**src/rtl/packet_forwarder.sv**
```systemverilog
// Packet forwarder: drains one stored packet from the packet RAM and streams it
// out as 64-bit valid/ready/last beats (two 32-bit RAM words per beat).
// Ports:
//   clk, rst            clock, asynchronous active-high reset
//   start, len          forward request and highest written word address
//   busy, done, len_rst status; done/len_rst pulse once when the packet ends
//   rd_addr, rd_en      RAM read request (even word address)
//   rd_data             RAM read data, valid one cycle after rd_en
//   tdata, tvalid,      output stream beat (word rd_addr in [63:32])
//   tready, tlast
module packet_forwarder #(
  parameter int unsigned ADDR_WIDTH = 10,
  parameter int unsigned DATA_WIDTH = 64
) (
  input  logic                  clk,
  input  logic                  rst,
  input  logic                  start,
  input  logic [ADDR_WIDTH-1:0] len,
  output logic                  busy,
  output logic                  done,
  output logic                  len_rst,
  output logic [ADDR_WIDTH-1:0] rd_addr,
  output logic                  rd_en,
  input  logic [DATA_WIDTH-1:0] rd_data,
  output logic [DATA_WIDTH-1:0] tdata,
  output logic                  tvalid,
  input  logic                  tready,
  output logic                  tlast
);

  typedef enum logic [1:0] {IDLE, READ, DRAIN, DONE} state_t;

  state_t                  state, state_nx;
  logic [ADDR_WIDTH-1:0]   last_addr;
  logic                    inflight;
  logic                    inflight_last;
  logic [DATA_WIDTH-1:0]   fifo_data [2];
  logic [1:0]              fifo_last;
  logic                    head;
  logic [1:0]              occ;
  logic                    tail_c;
  logic                    pop_c;
  logic [1:0]              credit_c;
  logic                    issue_last_c;

  // Skid FIFO head drives the stream
  assign tvalid  = (occ != 2'd0);
  assign tdata   = fifo_data[head];
  assign tlast   = fifo_last[head] & tvalid;
  assign pop_c   = tvalid & tready;
  assign tail_c  = head ^ (occ == 2'd1);

  // Credit: entries held plus the read in flight, minus the beat leaving now
  assign credit_c     = occ + 2'(inflight) - 2'(pop_c);
  assign rd_en        = (state == READ) && (credit_c < 2'd2);
  assign issue_last_c = rd_en && (rd_addr == last_addr);

  assign busy    = (state != IDLE);
  assign done    = (state == DONE);
  assign len_rst = (state == DONE);

  // State register
  always_ff @(posedge clk or posedge rst) begin
    if (rst) state <= IDLE;
    else     state <= state_nx;
  end

  // Next-state logic
  always_comb begin
    state_nx = state;
    unique case (state)
      IDLE:    if (start) state_nx = READ;
      READ:    if (issue_last_c) state_nx = DRAIN;
      DRAIN:   if (pop_c && tlast) state_nx = DONE;
      DONE:    state_nx = IDLE;
      default: state_nx = IDLE;
    endcase
  end

  // Read address generation; the final read leaves rd_addr at last_addr
  always_ff @(posedge clk or posedge rst) begin
    if (rst) begin
      last_addr     <= '0;
      rd_addr       <= '0;
      inflight      <= 1'b0;
      inflight_last <= 1'b0;
    end else begin
      if (state == IDLE && start) begin
        last_addr <= {len[ADDR_WIDTH-1:1], 1'b0};
        rd_addr   <= '0;
      end else if (rd_en && !issue_last_c) begin
        rd_addr <= rd_addr + ADDR_WIDTH'(2);
      end
      inflight      <= rd_en;
      inflight_last <= issue_last_c;
    end
  end

  // Two-entry skid FIFO; credit guarantees a write never meets a full FIFO
  always_ff @(posedge clk or posedge rst) begin
    if (rst) begin
      fifo_data[0] <= '0;
      fifo_data[1] <= '0;
      fifo_last    <= '0;
      head         <= 1'b0;
      occ          <= 2'd0;
    end else begin
      if (inflight) begin
        fifo_data[tail_c] <= rd_data;
        fifo_last[tail_c] <= inflight_last;
      end
      if (pop_c) head <= ~head;
      occ <= occ + 2'(inflight) - 2'(pop_c);
    end
  end

endmodule

```
**config.mk**
```make
export PLATFORM = sky130hd
export DESIGN_NAME = packet_forwarder
export DESIGN_NICKNAME = d
export VERILOG_FILES = /design/src/rtl/packet_forwarder.sv
export SDC_FILE = /design/constraint.sdc
export NUM_CORES = 1
export LEC_CHECK = 0
export ABC_AREA = 0
export CORE_ASPECT_RATIO = 2
export CORE_MARGIN = 8
export CORE_UTILIZATION = 35
export CTS_BUF_LIST = sky130_fd_sc_hd__clkbuf_8
export DETAILED_ROUTE_END_ITERATION = 6
export SLEW_MARGIN = 25
export SYNTH_ARGS = -nofsm -noshare
export SYNTH_HDL_FRONTEND = slang
export SYNTH_SLANG_ARGS = --single-unit
```
**constraint.sdc**
```tcl
create_clock -name clk -period 4.85 [get_ports clk]
set_clock_uncertainty 0.15 [all_clocks]
set_input_delay 0.485 -clock clk [delete_from_list [all_inputs] [get_ports clk]]
set_output_delay 0.485 -clock clk [all_outputs]
set_load 0.005 [all_outputs]
```
Yosys cells after proc, flatten, opt, wreduce, memory -nomap -nowiden
Index checks and enable logic that the tools add are counted.
{"block": "classes", "n_reduce_logical": 13, "bitwise_logic": 6, "eq_ne": 8, "muxes": 17, "mul": 0, "n_shift": 0, "addsub": 3, "n_lt_le_gt_ge": 7, "div": 0}
{"op": "64-bit two-way mux", "n": 4}
{"op": "128-bit bitwise mux", "n": 1}
{"op": "64-bit demux with 1-bit select", "n": 1}
{"op": "10-bit two-way mux", "n": 2}
{"op": "10-bit by 2-bit adder with 10-bit output, second input constant", "n": 1}
{"op": "10-bit equality test", "n": 1}
{"op": "2-bit case mux with 4 select lines", "n": 1}
{"op": "1-bit logical AND", "n": 7}
{"op": "2-bit two-way mux", "n": 3}
{"op": "2-bit inequality test, second input constant", "n": 3}
{"op": "2-bit nonzero test", "n": 3}
{"op": "2-bit by 1-bit equality test with 1-bit output, second input constant", "n": 2}
{"op": "2-bit equality test, second input constant", "n": 2}
{"op": "2-bit >= comparator, second input constant", "n": 2}
{"op": "1-bit by 2-bit < comparator with 1-bit output, second input constant", "n": 2}
{"op": "1-bit inverter with 2-bit output", "n": 2}
{"op": "1-bit two-way mux", "n": 3}
{"op": "3-bit AND reduction", "n": 1}
{"op": "2-bit by 1-bit adder with 2-bit output", "n": 1}
{"op": "1-bit AND", "n": 2}
{"op": "2-bit bitwise mux", "n": 1}
{"op": "2-bit logical NOT", "n": 1}
{"op": "2-bit by 1-bit < comparator with 1-bit output, second input constant", "n": 1}
{"op": "2-bit < comparator, second input constant", "n": 1}
{"op": "6 further kinds", "n": 6}
{"block": "totals", "ram_bits": 0, "reg_bits": 156, "rom_bits": 0, "latchBits": 0, "inputBits": 78, "wordCells": 64, "memories": 0}

Longest topological paths before layout
{"block": "depth", "ltp_word": 10, "ltp_mapped": 11, "ltp_nobuf": 11}

Worst setup path after synthesis
OpenSTA, ideal clock, no wires.
{"block": "synth_timing", "path_type": "input to register", "startpoint": "input port tready", "endpoint": "register state[1]", "required_ps": 4575, "path_stages": 10, "slack_ps": 2399, "arrival_time_ps": 2176, "path_buffers": 0, "path_cell_list": "nor2b_1 ha_1 inv_1 ha_1 xnor3_1 nand2_1 inv_2 nand4_1 a221o_1 mux2_4"}
{"block": "synth_via", "elab_chain_cells": 7}
{"item": "start: declaration", "line_no": "27", "source": "input logic tready,"}
{"item": "1-bit AND", "line_no": "50", "source": "assign pop_c = tvalid & tready;"}
{"item": "2-bit by 1-bit subtractor with 2-bit output", "line_no": "54", "source": "assign credit_c = occ + 2'(inflight) - 2'(pop_c);"}
{"item": "2-bit < comparator", "line_no": "55", "source": "assign rd_en = (state == READ) && (credit_c < 2'd2);"}
{"item": "1-bit logical AND", "line_no": "55"}
{"item": "net rd_en", "line_no": "23", "source": "output logic rd_en,"}
{"item": "1-bit logical AND", "line_no": "56", "source": "assign issue_last_c = rd_en && (rd_addr == last_addr);"}
{"item": "2-bit inequality test (no line)"}
{"item": "3-bit AND reduction (no line)"}
{"item": "end signal: assignment", "line_no": "65", "source": "else state <= state_nx;"}
{"item": "end: declaration", "line_no": "33", "source": "state_t state, state_nx;"}
The timed path passes the listed nets, and every way through them passes these cells.
A chain may end at the register's enable or synchronous reset.

Worst setup path after layout
{"block": "layout_timing", "startpoint": "register occ[1]", "endpoint": "output port rd_en"}
{"block": "layout_via", "elab_chain_cells": 5}
{"item": "start: declaration", "line_no": "40", "source": "logic [1:0] occ;"}
{"item": "start signal: assignment", "line_no": "113", "source": "occ <= occ + 2'(inflight) - 2'(pop_c);"}
{"item": "2-bit nonzero test", "line_no": "47", "source": "assign tvalid = (occ != 2'd0);"}
{"item": "1-bit AND", "line_no": "50"}
{"item": "net pop_c", "line_no": "42", "source": "logic pop_c;"}
{"item": "2-bit by 1-bit subtractor with 2-bit output", "line_no": "54"}
{"item": "2-bit < comparator", "line_no": "55"}
{"item": "1-bit logical AND", "line_no": "55"}
{"item": "end: declaration", "line_no": "23"}
The timed path passes the listed nets, and every way through them passes these cells.

==> results_dict.tcl <==
set metrics [dict create \
    outcome "complete, no violations" \
    crit_path_cell_trace "nor2_1 > nor2b_1 > ha_1 > inv_1 > ha_1 > xnor3_1 > nand2_1 > inv_2 > clkdlybuf4s50_1" \
    ys_ff_latch 155 \
    track_usage_pct 13.1 \
    fill_cells 1779 \
    fin_crit_sh_pct 66.6 \
    placed_area_sq_um 8760 \
    dp_hpwl_mm 10.4 \
    path_common_cell "ha_1" \
    netlist_area_sq_um 6940 \
    setup_viol 0 \
    post-synth-top-count-cell "mux2_2" \
    vias 4319 \
    ant_nets 0 \
    die-height_um 215 \
    synth_nets 583 \
    worstPathRequired_ns 4.22 \
    coreArea_sq_um 19600 \
    first_iter_violations 105 \
    ys_types 32 \
    die_w_um 116 \
    antenna_found_initial 0 \
    drtPass1Iterations 4 \
    rsz0062_at_grt "no" \
    syn_to_final_growth_pct 32.2 \
    grt_pass1_vias 4849 \
    max_clock_freq_mhz 310 \
    rows 73 \
    critPathMaxFanout 4 \
    synth-seq-area-share_pct 55.9 \
    syn_inst 497 \
    globalRoute.totalOverflow 0 \
    final-max-slew-violation-count 0 \
    via_per_inst 4.68 \
    clkTransAtPathRegs_ns 0.09 \
    p_per_area_nw_per_um2 726 \
    root_buffer "clkbuf_8" \
    gp_congestion 0.722 \
    ctsLongestPathBuffers 2 \
    die_area_sq_um 24900 \
    routed_wl_mm 15.6 \
    ir_worst_vdd_uv 342 \
    cts_sinks 155 \
    setup_slack_ns 1.62 \
    seq_area_sq_um 3880 \
    grt_pass1_wl_mm 25.5 \
    p_leak_nw 3.93 \
    drv_cap 0 \
    cts_setup_buffers 0 \
    worstSkewPairLatency_ns 0.45 \
    hp-class "flop to flop" \
    synthArstFlopShare_pct 100 \
    drc_errors 0 \
    cts_max_level 4 \
    synth-main-ff-cell "dfrtp_1" \
    final_layout_size_suffix_gt1_share_pct 36.5 \
    tns_ns 0 \
    syn_avg_cell_area_sq_um 14.0 \
    dp_slack_ns 1.52 \
    crit_path_start_kind "flop" \
    finalHoldViolCount 0 \
    relSlewSlack_pct 40.7 \
    ioPinCount 158 \
    worst_slew_pin_slew_ns 0.885 \
    synth_top_area_cell "dfrtp_1" \
    yosysWarnings 0 \
    netlist_top_cells_count "194 x mux2_2, 155 x dfrtp_1, 38 x nand2_1, 15 x buf_2, 13 x nor2_1" \
    post-route-min-period_ns 3.23 \
    crit_arrival_ns 2.60 \
    synth-edff-count 0 \
    fin_nets 734 \
    cts_resized 0 \
    diodes 0 \
    netlist_top_cells_area "dfrtp_1 56%, mux2_2 31%, nand2_1 2.1%" \
    cp_slowest_cell "clkdlybuf4s50_1" \
    stdcell_area_sq_um 9170 \
    cts_tree "yes" \
    port_buffers 155 \
    wl_per_cell_um 16.9 \
    cts_buffers 17 \
    yosysTopAreaCellShare_pct 55.9 \
    multi_input_area_sq_um 2900 \
    final_core_util_pct 46.7 \
    initial_core_util_pct 35.3 \
    grt_max_degree 88 \
    endpoint_kind "primary output" \
    holdBufCountCts 0 \
    cp_top_family "buffers and inverters" \
    critPathKind "flop to primary output" \
    slowest_delay_ns 0.53 \
    cp_num_buf_inv 3 \
]
## placed cells by master, fill, tap and decap left out, drive strengths merged
master         synthesis  final
a21oi                  3      3
a221o                  1      1
a31o                   3      3
a31oi                  5      5
a41o                   3      3
and2                   3      3
and3                   2      2
buf                   18      5
bufinv                 0      2
clkbuf                10     17
clkdlybuf4s50          0    155
clkinv                 0      5
clkinvlp               0      1
conb                   1      1
dfrtp                155    155
ha                     8      8
inv                   10     17
mux2                 195    195
mux2i                  3      3
nand2                 38     38
nand2b                 2      2
nand3                  3      3
nand4                  3      3
nor2                  13     13
nor2b                  1      1
nor3                   1      1
nor4                   1      1
nor4b                  1      1
o21ai                  1      1
xnor2                  2      2
xnor3                  1      1
xor2                  10     10
## worst paths after layout
check | from | endpoint | slack, ns | cells past startpoint
max | occ[1] | rd_en | 1.62 | 9
min | last_addr[4] | last_addr[4] | 0.35 | 2
max reg2reg | occ[1] | rd_addr[7] | 1.95 | 10
min reg2reg | last_addr[4] | last_addr[4] | 0.35 | 2
max in group asynchronous | rst | head | 3.24 | 3
min in group asynchronous | rst | fifo_data[46] | 0.42 | 2
## layout make-up
cell class	count	area share, %
flip-flops and latches	155	42.3
multi-input cells	304	31.6
repair buffers	160	17.7
well taps	262	3.57
clock buffers	17	2.55
clock inverters	15	1.76
inverters	10	0.464
## state kept, by name (all words and copies together), names as in the netlist
signal         count
inflight           1
head               1
fifo_data        128
state              2
inflight_last      1
last_addr          9
rd_addr            9
occ                2
fifo_last          2
## layer usage
layer,global-route usage [%],wire length [um]
met2,19.4,6860
met1,16.7,7300
met4,3.97,157
met3,5.67,1280
met5,0,0
## stage by stage
stage | hold slack [ns] | instances | total power, mW
floorplan | 0.315 | 497 | 4.29
global placement | 0.328 | 890 | 5.71
detailed placement | 0.335 | 890 | 5.76
CTS | 0.358 | 922 | 6.79
global route | 0.368 | 923 | 7.15
finish | 0.349 | 923 | 6.66
## where the power goes
part           internal [mW]  switching (mW)  total [mW]
Combinational           2.19            1.24        3.44
Clock                  0.467           0.516       0.983
Sequential              1.91           0.329        2.24
## tightest hold or removal path, delay by kind of cell, from the launching register on
family	cells	cell delay, ns
flip-flops	1	0.37
AND/OR/NAND/NOR	2	0.10
## cells by family after synthesis
group,count (synthesis),synth area share [%]
AO/OA/AOI/OAI,16,1.70
other,1,0.0541
flip-flops,155,55.9
multiplexers,198,32.1
XOR/XNOR,13,1.84
adder cells (fa/ha/maj),8,1.44
buffers and inverters,38,2.43
AND/OR/NAND/NOR,68,4.47
(Power assumes the default switching activity.)
